`src/rtl/fifo_pkg.sv`:
```
// Shared constants and FSM encoding for the FIFO drain-side packer.
package fifo_pkg;
   localparam int FIFO_WIDTH_DEF = 16;

   typedef enum logic [2:0] {
      S_EMPTY   = 3'd0,
      S_LO_WAIT = 3'd1,
      S_HALF    = 3'd2,
      S_HI_WAIT = 3'd3,
      S_OUT     = 3'd4
   } packer_state_e;
endpackage

```
`src/rtl/sat_counter.sv`:
```
// Saturating up-counter: increments once per cycle with inc high, holds at all-ones.
module sat_counter #(
   parameter int W = 8
) (
   input  logic         clk,
   input  logic         rst_n,
   input  logic         inc,
   output logic [W-1:0] cnt
);
   logic [W-1:0] cnt_q, cnt_d;

   always_comb begin
      cnt_d = cnt_q;
      if (inc && (cnt_q != {W{1'b1}})) cnt_d = cnt_q + 1'b1;
   end

   always_ff @(posedge clk or negedge rst_n) begin
      if (!rst_n) cnt_q <= '0;
      else        cnt_q <= cnt_d;
   end

   assign cnt = cnt_q;
endmodule

```
`src/rtl/fifo_rd_packer.sv`:
```
// Drains a 1-cycle-latency FIFO, packing word pairs {hi, lo} onto a valid/ready port.
// Optional PACKER_PARITY_EN adds a registered m_parity = ^m_data output.
module fifo_rd_packer
   import fifo_pkg::*;
#(
   parameter int FIFO_WIDTH = FIFO_WIDTH_DEF,
   parameter int ERR_CNT_W  = 8
) (
   input  logic                    clk,
   input  logic                    rst_n,
   output logic                    fifo_rd_en,
   input  logic [FIFO_WIDTH-1:0]   fifo_data_out,
   input  logic                    fifo_empty,
   input  logic                    fifo_underflow,
   input  logic                    flush,
   output logic [2*FIFO_WIDTH-1:0] m_data,
   output logic                    m_valid,
   output logic                    m_half,
   input  logic                    m_ready,
   output logic [ERR_CNT_W-1:0]    err_cnt
`ifdef PACKER_PARITY_EN
   ,output logic                   m_parity
`endif
);
   localparam int OUT_WIDTH = 2 * FIFO_WIDTH;

   packer_state_e          state_q, state_d;
   logic [FIFO_WIDTH-1:0]  lo_q, lo_d;
   logic [OUT_WIDTH-1:0]   m_data_q, m_data_d;
   logic                   m_valid_q, m_valid_d;
   logic                   m_half_q, m_half_d;
   logic                   rd_en;

   // Read strobe is decoded from the current state so returned data lines up
   // with the wait state one cycle later.
   always_comb begin
      state_d   = state_q;
      lo_d      = lo_q;
      m_data_d  = m_data_q;
      m_valid_d = m_valid_q;
      m_half_d  = m_half_q;
      rd_en     = 1'b0;
      case (state_q)
         S_EMPTY: begin
            if (!fifo_empty) begin
               rd_en   = 1'b1;
               state_d = S_LO_WAIT;
            end
         end
         S_LO_WAIT: begin
            if (fifo_underflow) begin
               state_d = S_EMPTY;
            end else begin
               lo_d = fifo_data_out;
               if (!fifo_empty) begin
                  rd_en   = 1'b1;
                  state_d = S_HI_WAIT;
               end else begin
                  state_d = S_HALF;
               end
            end
         end
         S_HALF: begin
            if (!fifo_empty) begin
               rd_en   = 1'b1;
               state_d = S_HI_WAIT;
            end else if (flush) begin
               m_data_d  = {{FIFO_WIDTH{1'b0}}, lo_q};
               m_half_d  = 1'b1;
               m_valid_d = 1'b1;
               state_d   = S_OUT;
            end
         end
         S_HI_WAIT: begin
            if (fifo_underflow) begin
               state_d = S_HALF;
            end else begin
               m_data_d  = {fifo_data_out, lo_q};
               m_half_d  = 1'b0;
               m_valid_d = 1'b1;
               state_d   = S_OUT;
            end
         end
         S_OUT: begin
            if (m_ready) begin
               m_valid_d = 1'b0;
               if (!fifo_empty) begin
                  rd_en   = 1'b1;
                  state_d = S_LO_WAIT;
               end else begin
                  state_d = S_EMPTY;
               end
            end
         end
         default: state_d = S_EMPTY;
      endcase
   end

   always_ff @(posedge clk or negedge rst_n) begin
      if (!rst_n) begin
         state_q   <= S_EMPTY;
         lo_q      <= '0;
         m_data_q  <= '0;
         m_valid_q <= 1'b0;
         m_half_q  <= 1'b0;
      end else begin
         state_q   <= state_d;
         lo_q      <= lo_d;
         m_data_q  <= m_data_d;
         m_valid_q <= m_valid_d;
         m_half_q  <= m_half_d;
      end
   end

   // Keep the strobe quiet while reset is held, even if the FIFO is not empty.
   assign fifo_rd_en = rd_en & rst_n;
   assign m_data     = m_data_q;
   assign m_valid    = m_valid_q;
   assign m_half     = m_half_q;

`ifdef PACKER_PARITY_EN
   logic parity_q;
   always_ff @(posedge clk or negedge rst_n) begin
      if (!rst_n) parity_q <= 1'b0;
      else        parity_q <= ^m_data_d;
   end
   assign m_parity = parity_q;
`endif

   sat_counter #(.W(ERR_CNT_W)) u_err_cnt (
      .clk   (clk),
      .rst_n (rst_n),
      .inc   (fifo_underflow),
      .cnt   (err_cnt)
   );
endmodule

```
`config.mk`:
```
export PLATFORM = sky130hd
export DESIGN_NAME = fifo_rd_packer
export DESIGN_NICKNAME = d
export VERILOG_FILES = /design/src/rtl/fifo_pkg.sv /design/src/rtl/sat_counter.sv /design/src/rtl/fifo_rd_packer.sv
export SDC_FILE = /design/constraint.sdc
export NUM_CORES = 1
export LEC_CHECK = 0
export CORE_MARGIN = 4
export CORE_UTILIZATION = 50
export CTS_CLUSTER_SIZE = 8
export DETAILED_ROUTE_END_ITERATION = 16
export PLACE_DENSITY = 0.82
export SLEW_MARGIN = 20
export SYNTH_ARGS = -nofsm -noshare
export SYNTH_HDL_FRONTEND = slang
export SYNTH_SLANG_ARGS = --single-unit
```
`constraint.sdc`:
```
create_clock -name clk -period 4.46 [get_ports clk]
set_input_delay 0.892 -clock clk [delete_from_list [all_inputs] [get_ports clk]]
set_output_delay 0.892 -clock clk [all_outputs]
set_load 0.1 [all_outputs]
```
# Yosys cells after proc, flatten, opt, wreduce, memory -nomap -nowiden
# Cells that the tools add are included.
# totals
romBits	0
regBits	61
out_inout_bits	43
ramBits	0
word_cells	53
input_bits	22
latchBits	0
mem_count	0
# op_classes
add_sub_neg	1
eq_ne	11
div_mod_pow	0
shifts	0
n_bitwise	2
multipliers	0
n_reduce_logical	9
magnitude_cmp	0
muxes	24
# op_table
cell	n
32-bit two-way mux	3
32-bit one-hot mux with 2 select lines	1
3-bit two-way mux	5
3-bit one-hot mux with 5 select lines	1
1-bit two-way mux	10
2-bit != test (second input constant)	5
8-bit by 1-bit adder with 8-bit output (second input constant)	1
8-bit != test (second input constant)	1
3-bit by 2-bit == test with 1-bit output (second input constant)	2
1-bit one-hot mux with 3 select lines	2
5-bit AND reduction	1
4-bit AND reduction	1
3-bit by 1-bit == test with 1-bit output (second input constant)	1
3-bit == test (second input constant)	1
3-bit zero test	1
3-bit != test (second input constant)	1
3-bit AND reduction	1
3-bit nonzero test	1
2-bit two-way mux	1
1-bit one-hot mux with 2 select lines	1
2-bit AND reduction	1
2-bit nonzero test	1
2-bit OR reduction	1
1-bit bitwise AND	1
other kinds (2)	2

# Logic depth before layout (Yosys ltp)
# Gate-level depths: netlist of run 1.
# logic_depth
ltp_word	4
mapped_depth	6
depth_no_buf	4

# Cells and area by module
# Synthesis of run 1 repeated with hierarchy kept, for this count alone.
# unflattened
cells_unflattened	167
area_unflattened_um2	2501.1
# by_module_without_submodules
mod	cells_each	area_per_inst_um2	n_inst
fifo_rd_packer	133	2093.3	1
sat_counter	34	407.9	1

# Least setup slack after synthesis of run 1
# Ideal clock, no wire load.
# synth_path
path_type	input to output
startpoint	in fifo_underflow
endpoint	out fifo_rd_en
setup_slack_ns	0.208
t_required_ns	3.568
path_buffers	1
cell_stages	4
arrival_time_ns	3.360
cell_sequence	buf_2 o21ai_0 a22oi_1 nor3_1
# synth_via
elab_chain_len	3
# synth_rtl
item	line	source
from (decl)	fifo_rd_packer.sv:14	input logic fifo_underflow,
1-bit two-way mux	fifo_rd_packer.sv:51	if (fifo_underflow) begin
1-bit one-hot mux with 3 select lines	fifo_rd_packer.sv:43	case (state_q)
1-bit bitwise AND	fifo_rd_packer.sv:116	assign fifo_rd_en = rd_en & rst_n;
to (decl)	fifo_rd_packer.sv:11	output logic fifo_rd_en,
# No other way between the ends.

# Worst setup path in the final report of run 1
# Ends and elaborated chain as after synthesis.

==> run metrics, run 1 <==
status finished clean; Crit path max-delay family buffers and inverters; RSZ-0062 raised after global routing false; Die X around 78 um; Finish-stage setup viols 0; Post-DRT Antenna Nets 0; number of cell rows 25; crit path launch type input port; Yosys reg bits between 60 and 70; syn nets roughly 190; Yosys top cell by area dfrtp_1; I/O pin count 65; top cell type's share of synthesized area 0.623; WHS 0.499 ns; area grow syn2layout 34.2%; synth unique cells 29; hold depth 1; Synth area leaders dfrtp_1 62%, mux2_2 16%, a22o_1 5.7%; maximum operating frequency 312 MHz; DRT met1 WL 2200 um; 1st-iter DRT viols between 100 and 150; DRC viols 0; Place WS roughly 1.3 ns; crit path cell chain clkdlybuf4s50_1, o21ai_0, a22oi_1, nor3_1, buf_4; Clock Sinks 61; RR Startpoint state_q[0]; final hold vios 0; Worst Path Required 3.57 ns; final setup skew about 0.0052 ns; port bufs 64; Tmin final ~3.2 ns; CP peak stage delay 0.58 ns; Hold EP m_data[24]; CP Buf/Inv Count 2; Slew headroom 0.327; Starting Density 0.518; cts repair resizes 0; hold buffers post-CTS 0; clk buf depth 2; setup TNS 0 ns; Post-synth EDFFs 0; asr flop ratio synth 1.00; vias in the first global route 1649; Die ar. 6080 um^2; Mapped Area 2450 um^2; H-Tree Depth 3; worst endpoint data arrival time between 2 and 2.5 ns; post-synthesis cell count roughly 170; drt via density 5.25; largest net degree at the start of global routing 62; initial antenna violation count 0; die height 78.0 um; synth warn 0; total core area 4720 um^2; R2R depth 3; Final Cycle Share 0.719; Top FF cell, synth dfrtp_1; Worst Setup Slack, final around 1.3 ns; R2R Path End m_data[6]; GP Congestion a little over 0.7; Detailed Place HPWL around 3300 um; Worst Path Max Fanout 10; Max Used Layer met4; Hold Crit Class flip-flop to flip-flop; worst-skew pair later-pin latency 0.32 ns; first-pass GRT wire length 7940 um; CTS tree built; worst-margin pin slew 1.01 ns; mean post-synth cell area 14.3 um^2; Setup crit end kind output port; GRT overflow 0; via count 1628; met3 WL between 200 and 300 um; Root Buffer clkbuf_8; DR WL met2 2210 um; antenna cell count 0; DRT Pass-1 Iters 4; sequential-to-total area share from yosys stat 0.623; count of pins over their slew limit 0; Final nets ~260; GRT Total Usage 0.170; fin util 0.696; Crit Path Category input port to output port; Post-Route WL between 4000 and 5000 um; WL per Instance 15.4 um; hold path startpoint m_data[24]; r2r setup slk 2.54 ns; max cap viols 0; share of cells above drive strength 1 0.235; number of setup buffers added after CTS 0; clock slew at reported path FFs 0.06 ns; CP max stage cell clkdlybuf4s50_1; CTS Buf Count 9
==> cells by family after synthesis <==
| group | Yosys count | share of synthesized area |
|---|---|---|
| fa+ha+maj | 1 | 0.00511 |
| compound gates | 31 | 0.0935 |
| xor+xnor | 4 | 0.0143 |
| mux | 36 | 0.165 |
| buf+inv | 10 | 0.0271 |
| simple gates | 28 | 0.0715 |
| flops | 61 | 0.623 |
==> registers in the layout, indices dropped and copies added (netlist names) <==
signal         cells
lo_q              16
m_data            32
m_half             1
m_valid            1
state_q            3
u_err_cnt.cnt      8
==> worst max path at each step <==
stage / from / endpoint / slack [ns] / cells after the start
after floorplan: fifo_underflow / fifo_rd_en / 0.21 / 4
after global placement: fifo_underflow / fifo_rd_en / 1.29 / 5
after detailed placement: fifo_underflow / fifo_rd_en / 1.26 / 5
after CTS: fifo_underflow / fifo_rd_en / 1.26 / 5
after global routing: fifo_underflow / fifo_rd_en / 1.10 / 5
final: fifo_underflow / fifo_rd_en / 1.26 / 5
==> Yosys cell counts (all sizes together), types with 3 or more instances <==
cell type   n
a21oi       7
a22o       16
buf         8
dfrtp      61
mux2       35
nand2       5
nand2b      3
nand3       6
nand4       3
nor2        4
nor3        3
o21ai       4
xnor2       3
==> area by class of cell <==
type / count / area [um^2]
Sequential cell: 61 / 1530
Fill cell: 342 / 1440
Multi-Input combinational cell: 100 / 856
Timing Repair Buffer: 66 / 648
Clock buffer: 12 / 155
Tap cell: 67 / 83.8
Clock inverter: 2 / 10.0
Inverter: 2 / 7.51
==> layer usage <==
metal | vias to the layer above | track usage
met5 | - | 0
met4 | 0 | 0.0717
met3 | 11 | 0.0626
met2 | 49 | 0.249
met1 | 810 | 0.228
li1 | 758 | -
==> stage by stage <==
step	area, um^2	cells
4_1_cts	3290	310
2_1_floorplan	2450	171
6_report	3290	310
5_1_grt	3290	310
3_3_place_gp	3120	296
3_5_place_dp	3120	296
==> cell usage in the layout (no fill, tap or decap), types with 2 or more instances in the layout <==
cell type	count
buf_4	3
nand4_1	3
nor3_1	2
dfrtp_1	61
xnor2_1	3
nand3_1	6
inv_1	2
nand2_1	5
clkbuf_8	11
nand3b_1	2
nand2b_4	2
a22o_1	16
mux2_2	35
clkdlybuf4s50_1	62
nor2_1	3
a21oi_1	6
o21ai_0	4
clkinv_2	2
Power of run 1 is not shown: default switching activity piles up to over one toggle a cycle in this logic, so the estimate is an artifact.
==> inputs of run 2 (changes only) <==
--- a/config.mk
+++ b/config.mk
@@ -6,10 +6,10 @@
 export NUM_CORES = 1
 export LEC_CHECK = 0
 export CORE_MARGIN = 4
-export CORE_UTILIZATION = 50
+export CORE_UTILIZATION = 48
 export CTS_CLUSTER_SIZE = 8
 export DETAILED_ROUTE_END_ITERATION = 16
-export PLACE_DENSITY = 0.82
+export PLACE_DENSITY = 0.79
 export SLEW_MARGIN = 20
 export SYNTH_ARGS = -nofsm -noshare
 export SYNTH_HDL_FRONTEND = slang
==> constraint.sdc (replaced) <==
create_clock -name clk -period 3.24 [get_ports clk]
set_input_delay 0.648 -clock clk [delete_from_list [all_inputs] [get_ports clk]]
set_output_delay 0.648 -clock clk [all_outputs]
set_load 0.1 [all_outputs]
==> run metrics, run 2 (same netlist as run 1, synthesis figures left out) <==
most frequent cells in the layout 61 x dfrtp_1, 47 x buf_4, 35 x mux2_2, 20 x clkdlybuf4s50_1, 16 x a22o_1; I/O pin count 65 (unchanged); max reg flops 32 (unchanged); Final nets 266 (+1.1%); Crit path max-delay family buffers and inverters; DRT Pass-1 Iters 4 (unchanged); Root Buffer clkbuf_8; WL per Instance 15.7 um (+2.4%); worst-margin pin slew 0.776 ns (-0.231 ns); vias in the first global route 1653 (+0.24%); CTS Buf Count 9 (unchanged); r2r setup slk 1.64 ns (-0.90 ns); RR Startpoint state_q[2]; Starting Density 0.508 (-0.0101); Hold Crit Class input port to async pin; final hold vios 0 (unchanged); area grow syn2layout 34.0%; R2R Path End m_data[19]; GRT Total Usage 0.171 (+0.00121); Slew headroom 0.482 (+0.156); first-pass GRT wire length 8220 um (+3.5%); H-Tree Depth 3 (unchanged); via count 1651 (+1.4%); crit path to fifo_rd_en; CP Buf/Inv Count 2 (unchanged); Detailed Place HPWL 3410 um (+4.6%); worst setup path startpoint fifo_underflow; Layout fillers 380 (+11%); non-filler instance count after layout 315 (+1.6%); worst endpoint data arrival time 1.78 ns (-0.53 ns); number of cell rows 25 (unchanged); WP depth 5 (unchanged); crit path cell chain clkdlybuf4s50_1, o21ai_0, a22oi_1, nor3_2, buf_12; Die ar. 6310 um^2 (+3.7%); max cap viols 0 (unchanged); Final Cycle Share 0.750; share of cells above drive strength 1 0.427 (+0.193); cts repair resizes 0 (unchanged); Sequential Area 1530 um^2 (unchanged); GRT met3 Usage 0.0395 (-0.0231); Post-Place Cells 299 (+1.0%); number of setup buffers added after CTS 0 (unchanged); total core area 4820 um^2 (+2.0%); Worst Setup Slack, final 0.811 ns (-0.445 ns); Setup crit end kind output port; initial antenna violation count 0 (unchanged); worst-skew pair later-pin latency 0.33 ns (about the same); RSZ-0062 raised after global routing false; maximum operating frequency 412 MHz; largest net degree at the start of global routing 62 (unchanged); final setup skew 0.0101 ns (+0.00490 ns); clock slew at reported path FFs 0.07 ns (about the same); Worst Path Max Fanout 2 (-8); Post-Route WL 4960 um (+4.1%); GRT overflow 0 (unchanged); R2R depth 3 (unchanged); 1st-iter DRT viols 94 (-22%); Post-DRT Antenna Nets 0 (unchanged); die height 79.4 um (+1.9%); hold buffers post-CTS 0 (unchanged); met2 Usage GRT 0.250 (+0.00127); CP peak stage delay 0.41 ns (-0.17 ns); drt via density 5.24 (-0.20%); Clock Sinks 61 (unchanged); GP Congestion 0.811 (+14%); GR peak layer met2; setup TNS 0 ns (unchanged); clk buf depth 2 (unchanged); placed cell area 3060 um^2 (-2.1%); Crit Path Category input port to output port; CTS tree built; count of pins over their slew limit 0 (unchanged); antenna cell count 0 (unchanged); Global Route met1 Usage 0.236 (+0.00827); Finish-stage setup viols 0 (unchanged); DRC viols 0 (unchanged); crit path launch type input port; area of the multi-input gates 861 um^2 (+0.58%); Place WS 0.803 ns (-0.457 ns); Worst Path Required 2.59 ns (-0.98 ns); final design instance area without fill 3280 um^2 (-0.19%); most common library cell in the layout ignoring fill and taps dfrtp_1; Die X 79.4 um (+1.9%); status finished clean; port bufs 64 (unchanged); CP max stage cell clkdlybuf4s50_1; Tmin final between 2 and 2.5 ns
## run 2: per-layer routing
metal	vias up	wire length, um	part of all wire
met2	44	2410	0.49
met4	0	61	0.012
met1	837	2250	0.45
met5	-	0	0
met3	6	237	0.048
li1	764	-	-
## run 2: area by class of cell
type,instances,share of cell area
multi-input cells,100,0.262
well taps,67,0.0256
clock inverters,6,0.0263
clock buffers,10,0.0420
flip-flops and latches,61,0.465
repair buffers,69,0.176
inverters,2,0.00229
## run 2: how the worst min path moves through the flow
| stage | startpoint | to | slack [ns] | cells past startpoint |
|---|---|---|---|---|
| floorplan | rst_n | lo_q[0] | 0.35 | 0 |
| global placement | lo_q[4] | m_data[4] | 0.48 | 1 |
| detailed placement | lo_q[1] | m_data[1] | 0.49 | 1 |
| CTS | lo_q[6] | m_data[6] | 0.50 | 1 |
| global route | lo_q[6] | m_data[6] | 0.51 | 1 |
| finish | rst_n | m_data[27] | 0.48 | 2 |
## run 2: stage by stage
| step | utilization | hold slack, ns |
|---|---|---|
| 2_1_floorplan | - | 0.352 |
| 5_1_grt | 0.681 | 0.513 |
| 3_5_place_dp | 0.635 | 0.492 |
| 4_1_cts | 0.681 | 0.502 |
| 6_report | 0.681 | 0.481 |
| 3_3_place_gp | 0.635 | 0.482 |
## run 2: worst register-to-register path, cell delays in order, from the launching register on
cell      delay, ns
dfrtp_1        0.49
nand2b_4       0.20
nor2_2         0.60
a22o_1         0.24
Power of run 2 is left out for the same reason.
==> inputs of run 3 (changes only) <==
--- a/config.mk
+++ b/config.mk
@@ -6,10 +6,10 @@
 export NUM_CORES = 1
 export LEC_CHECK = 0
 export CORE_MARGIN = 4
-export CORE_UTILIZATION = 48
+export CORE_UTILIZATION = 43
 export CTS_CLUSTER_SIZE = 8
 export DETAILED_ROUTE_END_ITERATION = 16
-export PLACE_DENSITY = 0.79
+export PLACE_DENSITY = 0.75
 export SLEW_MARGIN = 20
 export SYNTH_ARGS = -nofsm -noshare
 export SYNTH_HDL_FRONTEND = slang
==> constraint.sdc (replaced) <==
create_clock -name clk -period 2.1 [get_ports clk]
set_input_delay 0.42 -clock clk [delete_from_list [all_inputs] [get_ports clk]]
set_output_delay 0.42 -clock clk [all_outputs]
set_load 0.1 [all_outputs]
==> run metrics, run 3 (same netlist as run 1, synthesis figures left out) <==
Hold Crit Class input port to async pin; cts repair resizes 1 (+1); worst-margin pin slew 0.765 ns (-0.0110 ns); crit path launch type flip-flop; Crit Path Category flip-flop to output port; Post-Place Cells 306 (+2.3%); R2R depth 4 (+1); I/O pin count 65 (unchanged); Place WS 0.0826 ns (-0.720 ns); Setup crit end kind output port; Post-Route WL 4950 um (-0.32%); DRC viols 0 (unchanged); hold buffers post-CTS 0 (unchanged); count of pins over their slew limit 0 (unchanged); worst-skew pair later-pin latency 0.33 ns (about the same); via count 1680 (+1.8%); RSZ-0062 raised after global routing false; area grow syn2layout 35.9%; WHS 0.263 ns (-0.218 ns); worst endpoint data arrival time 1.57 ns (-0.21 ns); antenna cell count 0 (unchanged); initial antenna violation count 0 (unchanged); final hold vios 0 (unchanged); share of cells above drive strength 1 0.444 (+0.0166); max cap viols 0 (unchanged); CTS tree built; final setup skew 0.00651 ns (-0.00361 ns); Post-DRT Antenna Nets 0 (unchanged); DRT Pass-1 Iters 4 (unchanged); 1st-iter DRT viols 51 (-46%); max reg flops 32 (unchanged); drt via density 5.22 (-0.46%); most common library cell in the layout ignoring fill and taps dfrtp_1; non-filler instance count after layout 322 (+2.2%); Root Buffer clkbuf_8; number of cell rows 27 (+8.0%); H-Tree Depth 3 (unchanged); Slew headroom 0.490 (+0.00791); Worst Path Required 1.68 ns (-0.91 ns); Finish-stage setup viols 0 (unchanged); most frequent cells in the layout 58 x dfrtp_1, 48 x buf_4, 35 x mux2_2, 20 x clkdlybuf4s50_1, 16 x a22o_1; Worst Path Max Fanout 7 (+5); port bufs 64 (unchanged); Worst Setup Slack, final 0.114 ns (-0.697 ns); Final nets 268 (+0.75%); die height 83.5 um (+5.1%); first-pass GRT wire length 8390 um (+2.1%); Starting Density 0.445 (-0.0636); largest net degree at the start of global routing 62 (unchanged); total core area 5510 um^2 (+14%); Final Cycle Share 0.946; GP Congestion 0.775 (-4.4%); Clock Sinks 61 (unchanged); vias in the first global route 1734 (+4.9%); maximum operating frequency between 500 and 600 MHz; Die X 83.5 um (+5.1%); Detailed Place HPWL 3340 um (-2.1%); status finished clean; clk buf depth 2 (unchanged); number of setup buffers added after CTS 0 (unchanged); Die ar. 6970 um^2 (+10%); Tmin final 1.99 ns; setup TNS 0 ns (unchanged); GRT overflow 0 (unchanged); WL per Instance 15.4 um (-2.5%); CTS Buf Count 9 (unchanged); GRT Total Usage 0.155 (-0.0163); clock slew at reported path FFs 0.06 ns (about the same)
run 3: worst paths after layout:
path	startpoint	endpoint	slack (ns)
hold / removal	rst_n	m_data[12]	0.26
setup reg to reg	u_err_cnt.cnt[0]	u_err_cnt.cnt[1]	0.54
max in group asynchronous	rst_n	u_err_cnt.cnt[0]	1.28
hold reg to reg	m_valid	m_valid	0.49
setup / recovery	state_q[0]	fifo_rd_en	0.11
min in group clk	m_valid	m_valid	0.49
run 3: routing by layer:
metal,global-route usage,part of all wire,vias up
li1,-,-,772
met1,0.186,0.44,831
met2,0.238,0.46,70
met3,0.0770,0.084,7
met4,0.0614,0.015,0
met5,0,0,-
run 3: through the flow:
step,instance area [um^2],util
after CTS,3330,0.604
final,3330,0.604
after floorplan,2460,-
after detailed placement,3100,0.563
after global placement,3100,0.563
after global routing,3330,0.604
run 3: critical path: stages (launching register included):
cell	delay, ns
dfrtp_1	0.47
nor2_2	0.20
a22oi_1	0.15
nor3_4	0.22
buf_12	0.20
run 3: area by class of cell:
type,count,area (um^2)
Timing Repair Buffer,71,606
Clock inverter,4,70.1
Multi-Input combinational cell,100,870
Clock buffer,12,155
Fill cell,459,2180
Inverter,2,7.51
Sequential cell,61,1530
Tap cell,72,90.1
Power of run 3 is left out for the same reason.
